--- config.mk ---
export PLATFORM = sky130hd
export DESIGN_NAME = paddle_drive_ctrl
export DESIGN_NICKNAME = d
export VERILOG_FILES = /design/src/rtl/paddle_drive_ctrl.sv
export SDC_FILE = /design/constraint.sdc
export NUM_CORES = 1
export LEC_CHECK = 0
export CORE_MARGIN = 8
export CORE_UTILIZATION = 60
export DETAILED_ROUTE_END_ITERATION = 16
export PLACE_DENSITY = 0.85
export SETUP_SLACK_MARGIN = 0.4
export SLEW_MARGIN = 20
export SYNTH_ARGS = -nofsm -noshare
export SYNTH_HDL_FRONTEND = slang
export SYNTH_SLANG_ARGS = --single-unit
--- constraint.sdc ---
create_clock -name clock -period 5.6 [get_ports clock]
set_clock_uncertainty 0.15 [all_clocks]
set_input_delay 0.56 -clock clock [delete_from_list [all_inputs] [get_ports clock]]
set_output_delay 0.56 -clock clock [all_outputs]
set_load 0.02 [all_outputs]
--- src/rtl/paddle_drive_ctrl.sv ---
`default_nettype none
// ============================================================================
// Module   : paddle_drive_ctrl
// Brief    : Arbitrates player keys and ball-tracking auto-pilot into one
//            up/down pulse per movement tick for the paddle mover.
// Revision : 1.0 - initial release
// ============================================================================
module paddle_drive_ctrl #(
  parameter logic [19:0] TICK_DIV   = 20'd416666,
  parameter logic [7:0]  HOLD_TICKS = 8'd120,
  parameter logic [9:0]  DEADBAND   = 10'd4
) (
  input  logic       clock,
  input  logic       reset,
  input  logic       inPlay,
  input  logic       keyUp,
  input  logic       keyDown,
  input  logic [9:0] ballY,
  input  logic [9:0] paddleY,
  output logic       up,
  output logic       down,
  output logic       owner,
  output logic       tick
);

  typedef enum logic [1:0] {
    S_IDLE   = 2'd0,
    S_AUTO   = 2'd1,
    S_MANUAL = 2'd2
  } state_t;

  localparam logic [19:0] c_tick_last = TICK_DIV - 20'd1;

  state_t      r_state;
  state_t      w_state_nxt;
  logic        r_ku_meta;
  logic        r_ku;
  logic        r_kd_meta;
  logic        r_kd;
  logic [19:0] r_cnt;
  logic [7:0]  r_idle;
  logic [7:0]  w_idle_nxt;
  logic        r_up;
  logic        r_down;
  logic        w_up_nxt;
  logic        w_down_nxt;
  logic        w_tick;
  logic        w_active;
  logic [10:0] w_ball_lo;
  logic [10:0] w_pad_hi;

  assign w_tick    = (r_state != S_IDLE) && (r_cnt == c_tick_last);
  assign w_active  = r_ku | r_kd;
  // One spare bit so adding the dead zone near the top of the range cannot wrap.
  assign w_ball_lo = {1'b0, ballY} + {1'b0, DEADBAND};
  assign w_pad_hi  = {1'b0, paddleY} + {1'b0, DEADBAND};

  always_ff @(posedge clock or posedge reset) begin
    if (reset) begin
      r_ku_meta <= 1'b0;
      r_ku      <= 1'b0;
      r_kd_meta <= 1'b0;
      r_kd      <= 1'b0;
    end else begin
      r_ku_meta <= keyUp;
      r_ku      <= r_ku_meta;
      r_kd_meta <= keyDown;
      r_kd      <= r_kd_meta;
    end
  end

  always_ff @(posedge clock or posedge reset) begin
    if (reset) begin
      r_cnt <= 20'd0;
    end else if (r_state == S_IDLE || w_tick) begin
      r_cnt <= 20'd0;
    end else begin
      r_cnt <= r_cnt + 20'd1;
    end
  end

  always_ff @(posedge clock or posedge reset) begin
    if (reset) begin
      r_state <= S_IDLE;
      r_idle  <= 8'd0;
      r_up    <= 1'b0;
      r_down  <= 1'b0;
    end else begin
      r_state <= w_state_nxt;
      r_idle  <= w_idle_nxt;
      r_up    <= w_up_nxt;
      r_down  <= w_down_nxt;
    end
  end

  always_comb begin
    w_state_nxt = r_state;
    w_idle_nxt  = r_idle;
    w_up_nxt    = 1'b0;
    w_down_nxt  = 1'b0;
    case (r_state)
      S_IDLE: begin
        w_idle_nxt = 8'd0;
        if (inPlay) w_state_nxt = S_AUTO;
      end
      S_AUTO: begin
        if (w_tick) begin
          w_up_nxt   = (w_ball_lo < {1'b0, paddleY});
          w_down_nxt = ({1'b0, ballY} > w_pad_hi);
        end
        if (w_active) begin
          w_state_nxt = S_MANUAL;
          w_idle_nxt  = 8'd0;
        end
      end
      S_MANUAL: begin
        if (w_tick) begin
          w_up_nxt   = r_ku & ~r_kd;
          w_down_nxt = r_kd & ~r_ku;
          if (w_active) begin
            w_idle_nxt = 8'd0;
          end else if (r_idle + 8'd1 == HOLD_TICKS) begin
            w_state_nxt = S_AUTO;
            w_idle_nxt  = 8'd0;
          end else begin
            w_idle_nxt = r_idle + 8'd1;
          end
        end
      end
      default: begin
        w_state_nxt = S_IDLE;
        w_idle_nxt  = 8'd0;
      end
    endcase
    // Pausing overrides everything, including a command due this tick.
    if (!inPlay) begin
      w_state_nxt = S_IDLE;
      w_idle_nxt  = 8'd0;
      w_up_nxt    = 1'b0;
      w_down_nxt  = 1'b0;
    end
  end

  assign up    = r_up;
  assign down  = r_down;
  assign owner = (r_state == S_MANUAL);
  assign tick  = w_tick;

endmodule
`default_nettype wire
==> results by stage, run 1 <==
Yosys:
- By count the netlist is led by sky130_fd_sc_hd__dfrtp_1, sky130_fd_sc_hd__ha_1, sky130_fd_sc_hd__nand2_1, sky130_fd_sc_hd__nor2_1, sky130_fd_sc_hd__nand3_1.
- Of the post-synthesis cell area, the dominant cell type holds 35.8%.
- The most used flip-flop cell after synthesis is sky130_fd_sc_hd__dfrtp_1.
- The synthesized design contains 36 register bits.
- Sorting the synthesized cells by area gives the leading types as sky130_fd_sc_hd__dfrtp_1, sky130_fd_sc_hd__ha_1, sky130_fd_sc_hd__xnor2_1.
- The synthesized design spends more area on one cell type than any other, namely sky130_fd_sc_hd__dfrtp_1.
- The synthesized net count is 331.
- The average footprint of a synthesized cell is 9.01 um^2.
- The most frequently used cell type in the post-synthesis netlist is sky130_fd_sc_hd__dfrtp_1.
- The share of flip-flops with an asynchronous set or reset is 100%.
- Yosys mapped a number of flops with a built-in enable equal to 0.
- In this run the cell area of the synthesized design comes to 0.00251 mm^2.
- After synthesis, the netlist uses 48 different library cells.
- During synthesis, Yosys emitted a total of 0 warnings.
- The register area share after synthesis is 35.8%.
- Synthesis produced a netlist whose cell count is 279.

Timing:
- The max-slew violation total from the final report was 0.
- The max-slew headroom at the worst pin is 51.1%.
- The slew of the pin with the lowest slew margin is 733 ps.
- Dividing the final minimum period by the clock period gives 54.4%.
- Based on the critical path, the design can be clocked at up to 0.329 GHz.
- The final count of negative-setup-slack endpoints is 0.
- The minimum period implied by the final worst setup slack is 3040 ps.
- Setup repair after global routing left no endpoint under its margin.
- The number of hold violations in the final report is 0.
- In the final timing run, aggregate negative setup slack is 0 ps.

Clocking:
- CTS saw 36 sinks.
- In this run, post-CTS repair resized a total of 0 instances.
- After clock tree synthesis, the clock-pin slew on the worst setup and hold paths is 70 ps.
- Once the clock tree was built, the setup fixing pass inserted 0 buffers.
- The number of buffers on the longest clock path is 2.
- The number of buffers added to fix hold violations after cts is 0.
- The number of buffers created by CTS is 5.
- TritonCTS built the clock tree.
- The clock latency of the later-clocked register in the worst-skew pair is 300 ps.
- The H-tree was split into 2 levels.
- The cell chosen for the clock root is sky130_fd_sc_hd__clkbuf_8.

Cells and area:
- The repair_antennas step left the layout with diodes totalling 0.
- The share of final-layout standard cells stronger than drive strength 1 is 5.47%.
- The post-layout utilization of the core is 73.3%.
- The net count reported at finish is 362.
- The area growth from synthesis to layout is 17.4%.

Worst setup path:
- By startpoint and endpoint, the worst setup path is classified as flip-flop to output pin.
- The arrival time of data at the critical path endpoint is 2330 ps.
- The slack of the worst reg-to-reg path is 3180 ps.
- Walking the worst path, the cells encountered are inv_1 > ha_1 > nor4bb_1 > nand3_1 > nor3_1 > clkdlybuf4s50_1.
- The critical path startpoint is r_cnt[1].
- The critical register-to-register path endpoint is r_idle[7].
- The maximum fanout along the worst path is 6.
- STA puts the critical path data required time at 4890 ps.
- The type of destination of the critical path is an output pin.
- The critical path ends at tick.
- The worst setup path is launched from a flip-flop.
- The highest cell delay on the worst timing path is 670 ps.
- The slowest stage cell on the critical path is sky130_fd_sc_hd__clkdlybuf4s50_1.
- The worst-case reg-to-reg path depth is 8.
- The worst register-to-register path begins at r_cnt[1].

Place:
- The final weighted congestion in routability-driven placement is 0.873.
- The count of buffers added on input and output ports is 28.
- The placed wire-length estimate after detailed placement is 4120 um.

Die:
- In this run the horizontal extent of the chip is 80.7 um.
- The vertical die dimension is 80.7 um.
- The number of rows in the core area is 23.
- The die covers 0.00652 mm^2.
- Once the floorplan was initialized, standard cells occupied 62.4% of the core.
- The total I/O pin count is 29.
- After floorplanning, the core was sized to cover 0.00403 mm^2.

Global route:
- In this run the most used layer during global routing was met2.
- The via count of the first global-routing pass is 2050.
- The global routing usage on met2 is 30.6%.
- Global routing consumed, over all layers together, 17.9% of the routing resources.
- The leftover overflow at the end of global routing is 0.
- The initial antenna violation count was 0.
- The first-pass GRT wire length is 9270 um.
- The met3 track demand over resource in global routing is 4.97%.
- The pin count of the biggest net entering global routing is 37.
- For this run, global-route usage on met1 was measured as 21.7%.

Outcome:
- The flow ran to the end, and the final reports show no timing, DRC or antenna violations.

Hold path:
- The class of the tightest hold or removal check is flip-flop to flip-flop.

Routing:
- The detailed router finished its first iteration with 104 violations.
- The via-per-instance ratio is 5.77.
- The first-pass detailed-route iteration total is 4.
- The total wire length is 5420 um.
- The final routed DRC violation total is 0.
- The number of routed nets with antenna violations is 0.
- The average wire per cell in the routed design is 15.0 um.
- The routed layout has 2084 vias.

Pwr:
- The combinational group share of total power is 24.0%.
- The fraction of power consumed by sequential logic is 42.4%.
- In this run switching power makes up 30.9% of total power.
- The leakage dissipation is 0.00129 uW.
- The power density normalized to cell area is 230 mW/mm^2.
- The cell-internal power is 468 uW.
- The analysis attributes to net switching a power of 210 uW.
- The clock network burns 33.6% of the power.
- The largest voltage drop on the vdd net is 0.239 mV.

Flow run:
- The number of maximum-capacitance violations is 0.
## cell usage in the layout (no fill, tap or decap), drive strengths merged, types with 5 or more instances in the layout
master | synthesis | final
a21oi | 12 | 12
and3 | 7 | 7
clkbuf | 4 | 6
clkdlybuf4s50 | 0 | 28
dfrtp | 36 | 36
ha | 27 | 27
inv | 20 | 20
nand2 | 25 | 25
nand3 | 22 | 22
nand4 | 8 | 8
nor2 | 25 | 25
nor3 | 5 | 5
o21ai | 9 | 9
or3 | 7 | 7
xnor2 | 15 | 15
xor2 | 12 | 12
## per-stage QoR
| step | power [uW] | worst slack (ps) | hold WS, ps | cell area, um^2 | cells |
|---|---|---|---|---|---|
| floorplan | 399 | 3280 | 181 | 2510 | 279 |
| detailed placement | 453 | 2380 | 185 | 2840 | 353 |
| global placement | 447 | 2630 | 182 | 2840 | 353 |
| CTS | 679 | 2570 | 202 | 2950 | 361 |
| global route | 717 | 2370 | 211 | 2950 | 361 |
| finish | 678 | 2560 | 202 | 2950 | 361 |
## critical path: cells and delay by family, from the launching register on
kind          cells  cell delay (ps)
fa+ha+maj         1              120
simple gates      3              720
buf+inv           2              750
flops             1              440
## metal layers
layer	wire, um	vias to the layer above
met4	69	0
met1	2390	992
met3	200	10
met5	0	-
li1	-	1056
met2	2760	26
## cell type report
cell class,instances,area [um^2]
well taps,50,62.6
multi-input cells,218,1520
inverters,20,75.1
clock buffers,6,72.6
fillers,305,1080
repair buffers,29,288
flip-flops and latches,36,901
clock inverters,2,35.0
## logic make-up (layout without fill, tap and decap cells)
| kind of cell | after synthesis | after routing | share of synthesized area [%] |
|---|---|---|---|
| AOI/OAI and AO/OA | 44 | 44 | 12.0 |
| and+or+nand+nor | 119 | 119 | 25.1 |
| muxes | 1 | 1 | 0.398 |
| DFF | 36 | 36 | 35.8 |
| buffers and inverters | 25 | 57 | 3.83 |
| adders and majority gates | 27 | 27 | 13.4 |
| xor gates and xnor gates | 27 | 27 | 9.40 |
## sequential cells by signal (all words and copies together) (netlist names)
signal / cells
r_cnt: 20
down: 1
r_state: 2
up: 1
r_kd: 1
r_ku_meta: 1
r_idle: 8
r_ku: 1
r_kd_meta: 1
## how the worst min path moves through the flow
| stage | slack [ps] | depth (start not counted) | start | end |
|---|---|---|---|---|
| after global placement | 180 | 0 | r_kd_meta | r_kd |
| after global routing | 210 | 0 | r_kd_meta | r_kd |
| final | 200 | 0 | r_kd_meta | r_kd |
| after detailed placement | 180 | 0 | r_kd_meta | r_kd |
| after CTS | 200 | 0 | r_kd_meta | r_kd |
| after floorplan | 180 | 0 | r_kd_meta | r_kd |
## power groups by stage
stage	sequential (uW)	combinational, uW	clock [uW]
floorplan	288	111	0
CTS	287	162	229
detailed placement	292	161	0
finish	287	163	228
global route	290	185	242
global placement	291	156	0
No activity file was read; power rests on OpenSTA's default activity.
==> run 2, diff against run 1 <==
--- a/config.mk
+++ b/config.mk
@@ -6,9 +6,9 @@
 export NUM_CORES = 1
 export LEC_CHECK = 0
 export CORE_MARGIN = 8
-export CORE_UTILIZATION = 60
+export CORE_UTILIZATION = 51
 export DETAILED_ROUTE_END_ITERATION = 16
-export PLACE_DENSITY = 0.85
+export PLACE_DENSITY = 0.77
 export SETUP_SLACK_MARGIN = 0.4
 export SLEW_MARGIN = 20
 export SYNTH_ARGS = -nofsm -noshare
==> constraint.sdc (replaced) <==
create_clock -name clock -period 2.5 [get_ports clock]
set_clock_uncertainty 0.15 [all_clocks]
set_input_delay 0.25 -clock clock [delete_from_list [all_inputs] [get_ports clock]]
set_output_delay 0.25 -clock clock [all_outputs]
set_load 0.02 [all_outputs]
==> results by stage, run 2 (synthesized netlist as in run 1, its figures left out) <==
Outcome:
- The run finished with clean final reports.

Pwr:
- For this design the static power due to leakage is 0.00152 uW.
- The largest voltage drop on the vdd net is 0.422 mV.
- The power density normalized to cell area is 499 mW/mm^2.

Cells and area:
- Measured on the finished design, the core utilization comes to 71.6%.
- Cells with a size suffix above 1 make up 24.5% of the layout.
- Once layout is complete, the cells apart from fillers number 410.
- Leaving out fill and tap cells, the most frequent cells in the layout are sky130_fd_sc_hd__dfrtp_1, sky130_fd_sc_hd__buf_4, sky130_fd_sc_hd__nand2_1.
- The largest registers in the layout are r_cnt: 20 flops, r_idle: 8 flops, r_state: 2 flops.
- The register with the most flip-flops in the layout has 20 of them.
- More flip-flops sit in one register than any other, and that register is r_cnt.
- The count of antenna diodes in the layout is 0.
- The net count reported at finish is 394.
- From synthesis to final layout, the design area changed by 35.3%.
- The most common cell after layout, fill and taps aside is sky130_fd_sc_hd__dfrtp_1.

Timing:
- The slew of the pin with the lowest slew margin is 456 ps.
- The worst path in the final design needs a cycle of 2150 ps, including I/O delays and setup.
- The number of hold violations in the final report is 0.
- The tightest hold path in the finished design has a slack of 211 ps.
- Measured against its own limit, the worst slew margin works out to 69.6%.
- The final worst-path cycle share is 85.8%.
- Setup violations remaining at the end of the flow were counted as 0.
- Derived from the worst setup path, the maximum achievable clock frequency is 0.466 GHz.
- For the final routed database, the setup TNS stands at 0 ps.
- Setup repair after global routing could not meet its margin everywhere.
- The max-slew violation total from the final report is 0.

Die:
- 29 I/O pins were placed.
- After floorplanning, the core was divided into 25 placement rows.
- The die covers 0.00743 mm^2.
- The vertical die dimension is 86.2 um.
- The initial utilization of the core area, before any placement, comes to 52.9%.
- The area of the placeable core is 0.00475 mm^2.
- In this run the horizontal extent of the chip is 86.2 um.

Place:
- Routability-driven placement finished with a final weighted congestion of 0.805.
- Buffers placed on the I/O ports in this run total 28.
- The HPWL after detailed placement is 4310 um.
- The number of cells after detailed placement is 396.

Clocking:
- The clock reaches the later pin of the worst-skew pair after 290 ps.
- Clock-pin slew was measured on the worst setup and hold paths at 70 ps.
- The number of buffers created by CTS is 5.
- The count of clock tree sinks is 36.
- The number of buffers on the longest clock path is 2.
- CTS placed an instance of sky130_fd_sc_hd__clkbuf_8 at the clock tree root.
- After clock tree synthesis, the flow added hold-fix buffers numbering 0.
- The deepest level of the CTS H-tree is 2.
- The TritonCTS clock tree is done.

Routing:
- For this run, design rule violations remaining after detail routing come to 0.
- The via-per-instance ratio is 5.57.
- The first-pass detailed-route iteration total is 4.
- For this block, the via count after detailed routing is 2283.
- Summed over all layers, the routed wires come to 6200 um.
- The number of routed nets with antenna violations is 0.
- For this block, the initial DRC count from the detailed router was 113.
- In the final routed layout, each cell accounts on average for 15.1 um.

Hold path:
- Counting instances, the worst hold path has a depth of 0.
- In this run the most critical hold path is launched from r_kd_meta.
- The end point of the worst hold path is r_kd.
- The min-delay analysis places its worst path in the category flip-flop to flip-flop.

Worst setup path:
- The worst setup path is of the flip-flop to flip-flop kind.
- At the worst endpoint, the arrival time is 2210 ps.
- The critical register-to-register path endpoint is r_idle[4].
- The slack of the worst reg-to-reg path is 350 ps.
- STA puts the critical path data required time at 2560 ps.
- The maximum fanout along the worst path is 8.
- The startpoint identified for the worst register-to-register timing path is r_cnt[1].
- STA classifies the critical path endpoint as a flip-flop.
- The worst-case reg-to-reg path depth is 8.
- The critical path launch point type is a flip-flop.

Global route:
- The initial antenna violation count is 0.
- The global-route usage over all layers is 16.6%.
- The total overflow left after global routing is 0.
- The pin count of the biggest net entering global routing is 37.
- The via count of the first global-routing pass is 2297.
- The first global-routing pass estimated 10000 um of wire.

Flow run:
- Max-cap violations in this run came to 0.
run 2: how the worst max path moves through the flow:
stage | start | endpoint | cells after the start
after floorplan | r_cnt[1] | r_idle[3] | 8
after global placement | paddleY[2] | down | 11
after detailed placement | ballY[3] | up | 10
after CTS | r_cnt[1] | r_idle[4] | 8
after global routing | r_cnt[1] | r_idle[4] | 8
final | r_cnt[1] | r_idle[4] | 8
run 2: per-layer routing:
metal | vias to the layer above | track usage (%) | routed length, um
met3 | 14 | 3.50 | 218
met4 | 0 | 5.95 | 133
met5 | - | 0 | 0
met2 | 40 | 29.4 | 3140
li1 | 1111 | - | -
met1 | 1118 | 19.3 | 2710
run 2: through the flow:
step,instance area (um^2),worst slack (ps),total power [uW]
6_report,3400,354,1700
5_1_grt,3400,278,1780
4_1_cts,3290,363,1670
3_5_place_dp,3070,-191,1080
3_3_place_gp,3070,-121,1070
2_1_floorplan,2540,420,908
run 2: cell type report:
class	count	area (um^2)
multi-input combinational	218	1710
fill	379	1350
sequential	36	901
timing repair buffer	61	505
clock buffer	7	96.3
tap	67	83.8
inverter	20	75.1
clock inverter	1	30.0
run 2: worst max-delay path, stage by stage (launching register included):
cell	delay, ps
sky130_fd_sc_hd__dfrtp_1	380
sky130_fd_sc_hd__inv_1	60
sky130_fd_sc_hd__ha_1	150
sky130_fd_sc_hd__nor4bb_4	210
sky130_fd_sc_hd__nand3_2	180
sky130_fd_sc_hd__or2_4	290
sky130_fd_sc_hd__a311o_4	370
sky130_fd_sc_hd__o21bai_1	150
sky130_fd_sc_hd__o2bb2ai_1	130
run 2: power breakdown:
| group | internal [uW] | switching [uW] | total [uW] | leakage [uW] |
|---|---|---|---|---|
| registers | 608 | 25.3 | 634 | 0.000490 |
| clock network | 352 | 210 | 562 | 0.0000645 |
| logic | 223 | 280 | 503 | 0.000965 |
run 2: repair_timing:
action | in CTS | in global routing
resized for setup | 35 | 27
setup buffers | 3 | 3
endpoints found under the setup margin | 9 | 17
pin swaps | 22 | 14
==> edit 1 (settings of run 2) <==
The parameter `TICK_DIV` goes from 20'd416666 to 20'd208333.
--- a/src/rtl/paddle_drive_ctrl.sv
+++ b/src/rtl/paddle_drive_ctrl.sv
@@ -8,3 +8,3 @@
 module paddle_drive_ctrl #(
-  parameter logic [19:0] TICK_DIV   = 20'd416666,
+  parameter logic [19:0] TICK_DIV   = 20'd208333,
   parameter logic [7:0]  HOLD_TICKS = 8'd120,
Function: same outputs for any inputs over 10 cycles, from zero or initial values and one cycle with reset high; that may be too few to reach the edited logic, so the function may still have changed.
==> edit 1 against run 2 <==
The run now ends with negative setup slack left. Cell area rose by 1.6%. Setup slack lost 0.57 ns. Area after synthesis shrank 0.35%. Via count is 2.6% higher. Wire length grew 3.0%. Power rose by 1.5%. Combinational power up 26%. Sequential cell count did not move. Count of clock-buffer cells in the layout unchanged. Critical path type unchanged. Critical endpoint is now r_idle[3].
==> edit 1: results (changes against run 2) <==
Top flop regs: r_cnt (20), r_idle (8), r_state (2) (unchanged)
Status: complete, but fails checks (was complete, no violations)
First-pass GRT wire length: 10.1 mm (was 10.0 mm)
Via-to-Cell Ratio: 5.58 (was 5.57)
Worst r2r src: r_cnt[19] (was r_cnt[1])
Inst Count DP: 406 (was 396)
Worst setup margin: -0.213 ns (was 0.354 ns)
Hold Path Class: primary input to asynchronous set/reset pin (was register to register)
Synth cell count leaders: dfrtp_1, nor2_1, ha_1 (was dfrtp_1, ha_1, nand2_1, nor2_1, nand3_1)
Deepest clock path buffer count: 2 (unchanged)
Placer congestion estimate: 0.872 (was 0.805)
Final HPWL DP: 4.30 mm (was 4.31 mm)
# setup viols final: 9 (was 0)
Root Driver: clkbuf_8 (unchanged)
Crit path launch type: register (unchanged)
H-tree levels: 2 (unchanged)
Post-synth EDFFs: 0 (unchanged)
DRC Markers: 0 (unchanged)
CTS Buf Count: 5 (unchanged)
Most used flip-flop cell after synthesis: dfrtp_1 (unchanged)
DRT Wirelength: 6.39 mm (was 6.20 mm)
VDD IR max: 0.000342 V (was 0.000422 V)
Detailed Route Iter0 Violations: 137 (was 113)
Drt first pass iters: 4 (unchanged)
Synth warnings: 0 (unchanged)
Failing checks: negative setup slack
LEAKAGE: 1.56 nW (was 1.52 nW)
Input/output buffers: 28 (unchanged)
Crit path max fanout: 4 (was 8)
Pre-CTS WS: -0.172 ns (was -0.191 ns)
Async set-reset flop share out of synthesis: 100% (unchanged)
Cells after Synth: 280 (was 279)
Cell Area, Placed: 3120 um^2 (was 3070 um^2)
Global Route Usage Sum: 16.8% (was 16.6%)
Setup TNS: -1.06 ns (was 0 ns)
Cell variety after synth: 46 (was 48)
Synth top area cells: dfrtp_1, ha_1, xnor2_1 (unchanged)
ANT cells: 0 (unchanged)
Seq/Total Area, Yosys: 35.9% (was 35.8%)
Worst skew pair latency: 0.29 ns (about the same)
Layout cells sized above 1: 25.2% (was 24.5%)
Largest net degree at the start of global routing: 37 (unchanged)
Relative slew margins: 64.8% (was 69.6%)
Final cell count without fillers: 420 (was 410)
Vias in the first global route: 2253 (was 2297)
WP data arrival: 2.78 ns (was 2.21 ns)
Antenna violations before repair: 0 (unchanged)
Worst-path clk slew: 0.07 ns (about the same)
Syn nets: 332 (was 331)
-- edit 1: final timing paths --
kind                        endpoint  depth (start not counted)
max                        r_idle[3]                          7
min                        r_idle[4]                          3
max reg2reg                r_idle[3]                          7
min reg2reg                     r_ku                          0
max in group asynchronous  r_cnt[15]                          3
min in group clock              r_ku                          0
-- edit 1: final cells by class --
| type | count | area (um^2) |
|---|---|---|
| clock buffer | 7 | 96.3 |
| fill | 344 | 1260 |
| inverter | 24 | 90.1 |
| multi-input combinational | 215 | 1660 |
| sequential | 36 | 901 |
| tap | 67 | 83.8 |
| timing repair buffer | 71 | 624 |
-- edit 1: power breakdown --
group,switching [mW],internal [mW],leakage (nW)
sequential,0.0240,0.614,0.490
combinational,0.362,0.270,1.01
clock,0.208,0.245,0.0503
-- edit 1: critical path, stage by stage (launching register included) --
cell	delay [ns]
dfrtp_1	0.37
or4_1	0.52
or4_4	0.56
buf_6	0.14
nor4b_2	0.23
a21bo_2	0.28
or3_1	0.32
o211ai_2	0.07
-- edit 1: routing by layer --
layer / track usage [%] / share of wire (%) / vias to the layer above / routed length (um)
li1: - / - / 1135 / -
met1: 20.4 / 43 / 1144 / 2720
met2: 29.2 / 52 / 53 / 3330
met3: 3.44 / 4.0 / 11 / 257
met4: 4.46 / 1.3 / 0 / 84
met5: 0 / 0 / - / 0
-- edit 1: cell families after synthesis --
group | after synthesis | synth area share, %
compound gates | 42 | 11.3
xor+xnor | 31 | 10.8
fa+ha+maj | 27 | 13.5
buf+inv | 29 | 4.79
flops | 36 | 35.9
simple gates | 115 | 23.7
-- edit 1: stage by stage --
| stage | power, mW | hold slack [ns] |
|---|---|---|
| after global routing | 1.82 | 0.209 |
| after detailed placement | 1.16 | 0.190 |
| after floorplan | 0.975 | 0.131 |
| after global placement | 1.15 | 0.184 |
| after CTS | 1.67 | 0.207 |
| final | 1.72 | 0.205 |
-- edit 1: repair_timing --
action,4_1_cts,5_1_grt
setup endpoints to repair,34,33
setup buffers,3,3
gates resized for setup,49,15
pin swaps,17,7
cloned,0,1
hold buffers,0,0
==> edit 2 (config.mk and constraints of run 2) <==
Without the edit above. Make the reset (`reset`) synchronous in 3 clocked blocks.
--- a/src/rtl/paddle_drive_ctrl.sv
+++ b/src/rtl/paddle_drive_ctrl.sv
@@ -57,3 +57,3 @@
 
-  always_ff @(posedge clock or posedge reset) begin
+  always_ff @(posedge clock) begin
     if (reset) begin
@@ -71,3 +71,3 @@
 
-  always_ff @(posedge clock or posedge reset) begin
+  always_ff @(posedge clock) begin
     if (reset) begin
@@ -81,3 +81,3 @@
 
-  always_ff @(posedge clock or posedge reset) begin
+  always_ff @(posedge clock) begin
     if (reset) begin
Check against the original RTL: differs if reset is asserted again (counterexample within 4 cycles, from zero or initial values and one cycle with reset high); with reset held inactive, the same outputs for 10 cycles.
==> edit 2 against run 2 <==
Wire length shrank 1.6%. Sequential cell count is the same. Cell area shrank 4.7%. Area after synthesis shrank 4.6%. Setup slack gained 0.059 ns. Critical path type is now register to primary output.
Power is not compared: it rests on default switching activity, and its combinational part moved more than twofold at a synthesized area within 25%.
==> edit 2: results (changes against run 2) <==
Global Route Usage Sum: 16.8% (was 16.6%)
Crit path max fanout: 2 (was 8)
Final HPWL DP: 4.43 mm (was 4.31 mm)
Bufs w/o clock: 56 (was 61)
Status: complete, no violations (unchanged)
Area of the multi-input gates: 1810 um^2 (was 1710 um^2)
WHS: 0.278 ns (was 0.211 ns)
Layout cells sized above 1: 24.9% (was 24.5%)
Post-CTS Resized: 41 (was 35)
Synth Area in Compound Gates: 13.1% (was 12.0%)
Relative slew margins: 70.6% (was 69.6%)
Comb_multi_in: 230 (was 218)
Syn nets: 340 (was 331)
Minimum clock period: 2.09 ns (was 2.15 ns)
ClkCell Share: 2.97% (was 3.71%)
Multiplexer share of the synthesized area: 0.469% (was 0.398%)
Synth cell count leaders: dfxtp_1, nor2_1, ha_1, nand3_1, nand2_1 (was dfrtp_1, ha_1, nand2_1, nor2_1, nand3_1)
GR Layer Usage met2: 29.5% (was 29.4%)
Drt first pass iters: 5 (was 4)
Detailed Route Iter0 Violations: 123 (was 113)
Invs w/o clock: 17 (was 20)
Cells after Synth: 288 (was 279)
DRT Wirelength: 6.10 mm (was 6.20 mm)
Largest net degree at the start of global routing: 21 (was 37)
Final instance area: 3240 um^2 (was 3400 um^2)
Pre-CTS WS: -0.146 ns (was -0.191 ns)
edit 2: cell count changes after synthesis, sizes merged, moves of 3 or more:
cell	change
o21ai	+4
nand3	+5
nand3b	-3
or3	-4
inv	-3
xor2	+3
dfxtp	+36
dfrtp	-36
nor2	+8
nor2b	+5
nand4	-3
and2	+3
a21oi	-3
edit 2: worst paths after layout:
check / endpoint / depth (start not counted)
hold reg to reg: r_ku / 1
setup / recovery: tick / 4
setup reg to reg: r_state[0] / 7
hold / removal: r_ku / 1
edit 2: cell families (layout without fill, tap and decap cells):
| group | after synthesis | after routing |
|---|---|---|
| multiplexers | 1 | 1 |
| AND/OR/NAND/NOR | 127 | 127 |
| flip-flops | 36 | 36 |
| buffers and inverters | 22 | 80 |
| AO/OA/AOI/OAI | 44 | 44 |
| adder cells (fa/ha/maj) | 27 | 27 |
| XOR/XNOR | 31 | 31 |
